--- src/rtl/ssd_pkg.sv ---
// rtl/ssd_pkg.sv - seven-segment scanner shared constants, hex table and width helper
package ssd_pkg;

  localparam logic [7:0] SEG_BLANK = 8'hFF;

  // Active-low Ca..Cg patterns, entry n = hex digit n.
  localparam logic [15:0][6:0] HEX_SEG_TAB = {
    7'b0111000, 7'b0110000, 7'b1000010, 7'b0110001,
    7'b1100000, 7'b0001000, 7'b0000100, 7'b0000000,
    7'b0001111, 7'b0100000, 7'b0100100, 7'b1001100,
    7'b0000110, 7'b0010010, 7'b1001111, 7'b0000001
  };

  function automatic logic [6:0] hex2seg(input logic [3:0] nibble);
    return HEX_SEG_TAB[nibble];
  endfunction

  function automatic int idx_width(input int n);
    int w;
    w = 1;
    while ((1 << w) < n) w++;
    return w;
  endfunction

endpackage

--- src/rtl/ssd_hex_decoder.sv ---
// rtl/ssd_hex_decoder.sv - combinational nibble plus decimal point to active-low cathodes
module ssd_hex_decoder
  import ssd_pkg::*;
(
  input  logic [3:0] nibble,
  input  logic       dp,
  output logic [7:0] seg_n
);

  assign seg_n = {hex2seg(nibble), ~dp};

endmodule

--- src/rtl/ssd_scan_ctrl.sv ---
// rtl/ssd_scan_ctrl.sv - double-buffered multiplexed seven-segment scanner
// Optional digit blinking is built when SSD_BLINK_EN is defined.
module ssd_scan_ctrl
  import ssd_pkg::*;
#(
  parameter int NUM_DIGITS   = 8,
  parameter int DIGIT_CYCLES = 262144,
  parameter int DEAD_CYCLES  = 1024,
  parameter int BLINK_CYCLES = 50000000
) (
  input  logic                    ClkPort,
  input  logic                    Reset_n,
  input  logic                    load,
  input  logic [4*NUM_DIGITS-1:0] value,
  input  logic [NUM_DIGITS-1:0]   dp_in,
  input  logic [NUM_DIGITS-1:0]   digit_en,
  input  logic                    lz_blank,
  input  logic [NUM_DIGITS-1:0]   blink_mask,
  output logic [NUM_DIGITS-1:0]   an_n,
  output logic [7:0]              seg_n,
  output logic                    frame_done
);

  localparam int CNT_W = idx_width(DIGIT_CYCLES);
  localparam int IDX_W = idx_width(NUM_DIGITS);
  localparam logic [CNT_W-1:0] CNT_LAST = CNT_W'(DIGIT_CYCLES - 1);
  localparam logic [CNT_W-1:0] CNT_DEAD = CNT_W'(DEAD_CYCLES);
  localparam logic [IDX_W-1:0] IDX_LAST = IDX_W'(NUM_DIGITS - 1);

  logic [CNT_W-1:0]        cnt;
  logic [IDX_W-1:0]        idx;
  logic [4*NUM_DIGITS-1:0] shadow_val, active_val;
  logic [NUM_DIGITS-1:0]   shadow_dp, active_dp;
  logic                    pending;

  logic                    slot_end, frame_end, visible;
  logic                    zero_run;
  logic [NUM_DIGITS-1:0]   lz_hide, blink_hide;
  logic [7:0]              dec_seg, seg_next;
  logic [NUM_DIGITS-1:0]   an_next;

  assign slot_end  = (cnt == CNT_LAST);
  assign frame_end = slot_end && (idx == IDX_LAST);

`ifdef SSD_BLINK_EN
  localparam int BLK_W = idx_width(BLINK_CYCLES);
  localparam logic [BLK_W-1:0] BLK_LAST = BLK_W'(BLINK_CYCLES - 1);

  logic [BLK_W-1:0] blink_cnt;
  logic             blink_phase;

  always_ff @(posedge ClkPort or negedge Reset_n) begin
    if (!Reset_n) begin
      blink_cnt   <= '0;
      blink_phase <= 1'b0;
    end else if (blink_cnt == BLK_LAST) begin
      blink_cnt   <= '0;
      blink_phase <= ~blink_phase;
    end else begin
      blink_cnt <= blink_cnt + 1'b1;
    end
  end

  assign blink_hide = blink_phase ? blink_mask : '0;
`else
  logic unused_blink_mask;
  assign unused_blink_mask = ^blink_mask;
  assign blink_hide = '0;
`endif

  // Walk down from the top digit; blanking stops at the first nonzero nibble or lit dp.
  always_comb begin
    zero_run = 1'b1;
    lz_hide  = '0;
    for (int j = NUM_DIGITS - 1; j >= 0; j--) begin
      zero_run = zero_run & (active_val[4*j +: 4] == 4'h0) & ~active_dp[j];
      if (j != 0) lz_hide[j] = lz_blank & zero_run;
    end
  end

  ssd_hex_decoder u_dec (
    .nibble (active_val[{idx, 2'b00} +: 4]),
    .dp     (active_dp[idx]),
    .seg_n  (dec_seg)
  );

  assign visible = digit_en[idx] & ~lz_hide[idx] & ~blink_hide[idx];

  always_comb begin
    an_next  = '1;
    seg_next = SEG_BLANK;
    if ((cnt >= CNT_DEAD) && visible) begin
      an_next[idx] = 1'b0;
      seg_next     = dec_seg;
    end
  end

  always_ff @(posedge ClkPort or negedge Reset_n) begin
    if (!Reset_n) begin
      cnt        <= '0;
      idx        <= '0;
      shadow_val <= '0;
      shadow_dp  <= '0;
      active_val <= '0;
      active_dp  <= '0;
      pending    <= 1'b0;
      frame_done <= 1'b0;
      an_n       <= '1;
      seg_n      <= SEG_BLANK;
    end else begin
      cnt <= slot_end ? '0 : cnt + 1'b1;
      if (slot_end) idx <= (idx == IDX_LAST) ? '0 : idx + 1'b1;
      frame_done <= frame_end;
      // A load coinciding with the boundary keeps pending so it lands a frame later.
      if (frame_end && pending) begin
        active_val <= shadow_val;
        active_dp  <= shadow_dp;
      end
      if (load) begin
        shadow_val <= value;
        shadow_dp  <= dp_in;
        pending    <= 1'b1;
      end else if (frame_end) begin
        pending <= 1'b0;
      end
      an_n  <= an_next;
      seg_n <= seg_next;
    end
  end

endmodule

--- config.mk ---
export PLATFORM = sky130hd
export DESIGN_NAME = ssd_scan_ctrl
export DESIGN_NICKNAME = d
export VERILOG_FILES = /design/src/rtl/ssd_pkg.sv /design/src/rtl/ssd_hex_decoder.sv /design/src/rtl/ssd_scan_ctrl.sv
export SDC_FILE = /design/constraint.sdc
export NUM_CORES = 1
export LEC_CHECK = 0
export ABC_CLOCK_PERIOD_IN_PS = 5100
export BUFFER_PORTS_ARGS = -buffer_cell sky130_fd_sc_hd__buf_2
export CAP_MARGIN = 0
export CORE_MARGIN = 8
export CORE_UTILIZATION = 61
export CTS_CLUSTER_DIAMETER = 120
export DETAILED_ROUTE_END_ITERATION = 12
export PLACE_DENSITY = 0.92
export RECOVER_POWER = 50
export SETUP_SLACK_MARGIN = 0.3
export SYNTH_ARGS = -nofsm -noshare
export SYNTH_HDL_FRONTEND = slang
export SYNTH_SLANG_ARGS = --single-unit
--- constraint.sdc ---
create_clock -name ClkPort -period 5.1 [get_ports ClkPort]
set_input_delay 0.255 -clock ClkPort [delete_from_list [all_inputs] [get_ports ClkPort]]
set_output_delay 0.255 -clock ClkPort [all_outputs]
set_load 0.02 [all_outputs]
* Yosys cells after proc, flatten, opt, wreduce, memory -nomap -nowiden
Memories as Yosys holds them, arrays and structs flattened.
Index checks and enable logic that the tools add are counted.
** Storage, ports and cells
- Flip-flop bits (word level) :: 119
- Bits in read-only memories :: 120
- Input bits :: 60
- Output and inout port bits :: 17
- Logic and storage cells :: 82
- Memories :: 2
** Memories
- (name not given) :: words 16, bits a word 7, read ports 1, clocked after Yosys merged registers in 0, wr ports 0, RTL line ssd_pkg.sv:15 : return HEX_SEG_TAB[nibble];
- (name not given) :: words 8, bits a word 1, read ports 1, clocked after Yosys merged registers in 0, wr ports 0, RTL line ssd_scan_ctrl.sv:87 : assign visible = digit_en[idx] & ~lz_hide[idx] & ~blink_hide[idx];
** Operators by class
- Add/subtract/negate cells :: 2
- $lt $le $gt $ge :: 4
- Equal/unequal tests :: 2
- Shift-type cells :: 1
- Muxes and demuxes :: 16
- Bitwise logic cells :: 33
- Reductions and logical operators :: 12
** Operators with widths (count)
- 32-bit by 6-bit variable part select with 4-bit output :: 1
- 4-bit logical NOT :: 7
- 1-bit bitwise AND :: 22
- 18-bit by 1-bit adder with 18-bit output, second input constant :: 1
- 18-bit == test, second input constant :: 1
- 18-bit by 11-bit >= comparator with 1-bit output, second input constant :: 1
- 18-bit two-way mux :: 1
- 8-bit two-way mux :: 2
- 1-bit NOT :: 10
- 1-bit binary-select mux with 3-bit select :: 3
- 8-bit NOT :: 1
- 1-bit two-way mux :: 7
- 7-bit two-way mux :: 1
- 4-bit by 5-bit < comparator with 1-bit output, second input constant :: 1
- 1-bit logical AND :: 4
- 3-bit by 4-bit < comparator with 1-bit output, second input constant :: 1
- 3-bit by 1-bit adder with 3-bit output, second input constant :: 1
- 1-bit demux with 3-bit select :: 1
- 3-bit == test, second input constant :: 1
- 3-bit by 1-bit >= comparator with 1-bit output, second input constant :: 1
- 3-bit two-way mux :: 1
- 2-bit nonzero test :: 1

* Logic depth before layout (Yosys ltp)
- Depth after elaboration :: 22
- Mapped depth :: 10

* Hierarchy
A second synthesis with hierarchy kept.
** Second synthesis, totals
- Cells, all modules :: 419
- Area total of the unflattened synthesis :: 5612.9 µm²
** By module, submodules not included
- ssd_scan_ctrl :: instances 1, cells an instance 386, area each 5335.1 µm²
- ssd_hex_decoder :: instances 1, cells an instance 33, area each 277.8 µm²

* Least setup slack after synthesis
OpenSTA, ideal clock, no wires.
- Path kind :: reg-to-reg
- Start :: register idx[2]
- End :: register seg_n[3]
- Data arrival time :: 2.174 ns
- Path slack :: 2.841 ns
- Stages on the path, launching flop included :: 9
- Path buffers :: 2
- Clock period less this slack :: 2.259 ns
- Cell sequence :: dfrtp_1 > buf_2 > buf_2 > mux4_2 > mux2i_1 > inv_1 > ha_1 > mux2_2 > o221ai_1
** Between the ends
- Longest elaborated chain between the ends :: 7
- Elaborated cells between the ends (all ways) :: 15
- Those cells by class :: shift (1); mux (7); bitwise (4); reduce/logical (1); memory (2)
** RTL lines
- start: declaration :: RTL line ssd_scan_ctrl.sv:31 : logic [IDX_W-1:0] idx;
- start signal: assignment :: RTL line ssd_scan_ctrl.sv:112 : if (slot_end) idx <= (idx == IDX_LAST) ? '0 : idx + 1'b1;
- branches (longest 6 deep; another with memory 16 x 7 bit)
- 8-bit two-way mux * :: RTL line ssd_scan_ctrl.sv:92 : if ((cnt >= CNT_DEAD) && visible) begin
- net seg_next[3] :: RTL line ssd_scan_ctrl.sv:39 : logic [7:0] dec_seg, seg_next;
- end signal: assignment :: RTL line ssd_scan_ctrl.sv:127 : seg_n <= seg_next;
- end: declaration :: RTL line ssd_scan_ctrl.sv:20 : output logic [7:0] seg_n,
Mark *: on every way through the listed nets, which the timed path passes. The select of a mux whose other input is x is not followed.
A chain may end at the register's enable or synchronous reset.

* Worst setup path in the final report
- Start :: register idx[1]
- End :: register seg_n[3]
The elaborated chain is that of the path after synthesis.

==> results <==
- The cell count after synthesis came out at 388.
- For this block, the via count after detailed routing is 3,606.
- The number of synthesized flops with an enable pin is 0.
- The final max-slew violation count was 42.
- The die area is 11,900 um^2.
- The routability congestion estimate is 0.905.
- The worst-case register-to-register setup slack is 2.11 ns.
- The register bit count reported by yosys is 119.
- The power density relative to cell area is 345 nW/um^2.
- Summing all multi-input logic gate instances after layout gives 2170 um^2.
- With fillers left out, the area of the finished cells amounts to 6710 um^2.
- The post-layout utilization of the core is 0.781.
- The number of routed nets with antenna violations is 0.
- The final layout contains routed wiring with a total length of 12,000 um.
- The via count of the first global-routing pass is 3,854.
- The count of input and output buffers is 68.
- The total clock buffers created by CTS is 17.
- The static leakage is 3.13 nW.
- Counting every sink on the clock net gives 119.
- After synthesis, the share of flip-flops with an asynchronous set or reset is 1.00.
- For this run the aggregate overflow at the end of global routing stands at 0.
- The wire-length estimate of the detail-placed layout is 7450 um.
- The detailed-routed wire length on met3 is 834 um.
- The critical path is of the flip-flop to flip-flop type.
- The routed length per placed instance is 19.3 um.
- The post-synthesis share of cell area spent on full adders, half adders and majority gates is 0.0236.
- The xor and xnor area share after synthesis is 0.0248.
- Clock-pin slew was measured on the worst setup and hold paths at 0.06 ns.
- Headroom to the max-slew limit came out at -0.467.
- On the critical path, the stage with the largest delay is an instance of sky130_fd_sc_hd__dfrtp_1.
- Based on the critical path, the design can be clocked at up to 335 MHz.
- The count of final setup violators is 0.
- The initial antenna violation count was 0.
- The total met2 wirelength after detailed routing is 6150 um.
- The buffer depth of the longest clock path is 2.
- The worst reg2reg path depth is 4.
- For this block, wires on met1 add up to 4620 um.
- Counting every net in the synthesized netlist gives 458.
- The startpoint kind of the worst setup timing path is a flip-flop.
- The maximum cell stage delay along the critical path is 0.94 ns.
- The kind of path behind the tightest hold check is primary input to asynchronous set/reset pin.
- The die height is 109 um.
- After detailed routing, the number of remaining DRC violations is 0.
- Entering global routing, the biggest net connects 74 pins.
- The die width is 109 um.
- The total iterations of the first detailed-routing run is 4.
- The average cell area after synthesis is 13.7 um^2.
- After detailed routing, no signal wire sits above met4.
- Among all flip-flop cells after synthesis, the most frequent one is sky130_fd_sc_hd__dfrtp_1.
- The portion of synthesized area spent on multiplexers is 0.237.
- The worst endpoint data arrival time is 3.42 ns.
- After floorplanning, the core was sized to cover 8590 um^2.
- The post-synthesis simple-gate area fraction is 0.0884.
- After synthesis, the largest family of logic cells by area is multiplexers.
- TritonCTS built the clock tree.
- In this run the worst path has a maximum fanout of 23.
- The detail-routed via count per cell is 5.82.
- The area fraction in compound gates after synthesis is 0.0351.
- The area growth from synthesis to layout is 26.4%.
- The total negative setup slack is 0 ns.
- The worst setup path is captured at a flip-flop.
- The clock tree synthesis step divided the H-tree into 4 levels.
- Setup repair after global routing left no endpoint under its margin.
- The final hold violation count came to 0.
- The slew at the pin with the worst max-slew slack is 2.20 ns.
- After synthesis the cells add up to 5310 um^2.
- The number of antenna diodes is 0.
- The run finished, with violations left.
- For this run, the number of Yosys warnings is 0.
- The part of the cycle the worst path needs is 0.586.
- The number of distinct library cell variants in the gate-level netlist after synthesis is 46.
- The number of nets in the layout is 569.
- For the worst setup path, the data required time is 5.53 ns.
- After clock tree synthesis, the repair step resized 0 gates.
- The critical register-to-register path endpoint is seg_n[3].
- In the final layout, the share of cells above drive strength 1 is 0.398.
- In this run the post-CTS setup repair buffer count came out at 0.
- The worst register-to-register path begins at idx[1].
- The area of all sequential standard cells is 3000 um^2.
- For this run, the total global-route usage over all layers was measured as 0.217.
- The number of DRC violations after detailed-routing iteration 0 is 166.
- Subtracting the final worst setup slack from the clock period gives 2.99 ns.
- Walking the worst path, the cells encountered are mux4_2 -> mux2i_1 -> mux2_2 -> o221ai_1.
- The clock root buffer master is sky130_fd_sc_hd__clkbuf_8.
- The top-level I/O count is 77.
- The worst clock skew on the final layout is 0.0106 ns.
- VDD sags by at most 241 uV.
- The clock reaches the later pin of the worst-skew pair after 0.52 ns.
- The proportion of synthesized chip area in sequential cells is 0.565.
- The number of fill cells is 474.
- The starting utilization of the core area is 0.617.
- The checks that failed: capacitance limit, slew limit.
- Row generation in the floorplan step produced 34 rows.
- Across the run, the number of max-cap violations was 1.
- The first-pass GRT wire length is 19,500 um.
- The placed instances occupy a cell area of 5710 um^2.
[worst max path at each step]
stage | startpoint | endpoint | slack [ns]
4_1_cts | idx[1] | seg_n[3] | 2.12
3_5_place_dp | idx[1] | seg_n[3] | 2.15
5_1_grt | idx[1] | seg_n[3] | 1.90
2_1_floorplan | idx[2] | seg_n[3] | 2.84
6_report | idx[1] | seg_n[3] | 2.11
3_3_place_gp | idx[1] | seg_n[3] | 2.24
[synthesized netlist by cell type, types with 2 or more instances]
library cell	number	area share
sky130_fd_sc_hd__a21oi_1	3	0.0028
sky130_fd_sc_hd__dfrtp_1	103	0.49
sky130_fd_sc_hd__o21ai_0	7	0.0066
sky130_fd_sc_hd__nor4_4	2	0.0080
sky130_fd_sc_hd__mux2_2	82	0.17
sky130_fd_sc_hd__nand3b_1	4	0.0057
sky130_fd_sc_hd__buf_2	10	0.0094
sky130_fd_sc_hd__a21o_1	2	0.0028
sky130_fd_sc_hd__mux2_1	2	0.0042
sky130_fd_sc_hd__o221ai_1	4	0.0066
sky130_fd_sc_hd__nand2b_1	4	0.0047
sky130_fd_sc_hd__and3_1	3	0.0035
sky130_fd_sc_hd__mux4_2	9	0.038
sky130_fd_sc_hd__mux2i_1	11	0.021
sky130_fd_sc_hd__nand3_1	14	0.013
sky130_fd_sc_hd__buf_1	5	0.0035
sky130_fd_sc_hd__nor2b_1	2	0.0024
sky130_fd_sc_hd__or4_1	3	0.0042
sky130_fd_sc_hd__inv_1	11	0.0078
sky130_fd_sc_hd__nor3_1	2	0.0019
sky130_fd_sc_hd__a22oi_1	2	0.0028
sky130_fd_sc_hd__nand4_1	3	0.0035
sky130_fd_sc_hd__nand2_1	15	0.011
sky130_fd_sc_hd__xnor2_1	7	0.012
sky130_fd_sc_hd__ha_1	10	0.024
sky130_fd_sc_hd__nor2_1	21	0.015
sky130_fd_sc_hd__xor2_1	8	0.013
sky130_fd_sc_hd__clkbuf_1	4	0.0028
sky130_fd_sc_hd__dfstp_2	16	0.079
sky130_fd_sc_hd__nor4_1	3	0.0035
[per-stage QoR]
stage / power (mW) / hold slack, ns / std cells / setup slack [ns]
3_3_place_gp: 1.09 / 0.414 / 547 / 2.24
3_5_place_dp: 1.09 / 0.430 / 547 / 2.15
4_1_cts: 2.32 / 0.434 / 620 / 2.12
2_1_floorplan: 1.04 / -0.0406 / 388 / 2.84
6_report: 2.31 / 0.401 / 620 / 2.11
5_1_grt: 2.39 / 0.480 / 620 / 1.90
[cells in the final DEF, fill, tap and decap left out, types with 4 or more instances in the layout]
cell type,n
sky130_fd_sc_hd__buf_2,56
sky130_fd_sc_hd__buf_4,4
sky130_fd_sc_hd__dfstp_2,16
sky130_fd_sc_hd__xor2_1,8
sky130_fd_sc_hd__clkbuf_16,16
sky130_fd_sc_hd__dlygate4sd3_1,41
sky130_fd_sc_hd__inv_1,11
sky130_fd_sc_hd__mux2_2,81
sky130_fd_sc_hd__dfrtp_1,103
sky130_fd_sc_hd__o221ai_1,4
sky130_fd_sc_hd__mux2i_1,11
sky130_fd_sc_hd__nand2_1,15
sky130_fd_sc_hd__o21ai_0,7
sky130_fd_sc_hd__nor2_1,21
sky130_fd_sc_hd__nand2b_1,4
sky130_fd_sc_hd__nand3b_1,4
sky130_fd_sc_hd__inv_6,7
sky130_fd_sc_hd__ha_1,10
sky130_fd_sc_hd__xnor2_1,7
sky130_fd_sc_hd__mux4_2,9
sky130_fd_sc_hd__clkbuf_1,11
sky130_fd_sc_hd__nand3_1,14
[routing by layer]
metal,up-vias,global-route usage
met5,-,0
met1,1814,0.246
met3,35,0.0727
li1,1623,-
met4,0,0.0935
met2,134,0.367
[sequential cells by signal, indices dropped and copies added, names as in the netlist]
register	cells
seg_n	8
shadow_dp	8
cnt	18
frame_done	1
an_n	8
idx	3
pending	1
active_val	32
shadow_val	32
active_dp	8
[area by class of cell]
class | instances | share of cell area
flip-flops and latches | 119 | 0.447
multi-input cells | 238 | 0.324
repair buffers | 112 | 0.114
clock buffers | 17 | 0.0617
clock inverters | 15 | 0.0278
well taps | 108 | 0.0201
inverters | 11 | 0.00616
[cell families (layout without fill, tap and decap cells)]
kind of cell    Yosys count  in the layout
mux                     104            104
xor+xnor                 15             15
buf+inv                  31            155
simple gates             83             83
fa+ha+maj                10             10
compound gates           26             26
flops                   119            119
[power by group]
| part | internal, mW | leakage, nW | switching (mW) |
|---|---|---|---|
| Clock | 0.754 | 0.295 | 0.451 |
| Combinational | 0.0654 | 1.34 | 0.0438 |
| Sequential | 0.977 | 1.50 | 0.0206 |
| Total | 1.80 | 3.13 | 0.516 |
[worst max-delay path, delay by kind of cell (launching register included)]
kind	cells	cell delay, ns
mux	3	1.76
compound gates	1	0.19
flops	1	0.94
[what timing repair did]
action | CTS | global route
hold buffers | 41 | 0
endpoints found under the hold margin | 96 | 0
endpoints found under the setup margin | 0 | 0
No activity file was read; power rests on OpenSTA's default activity.
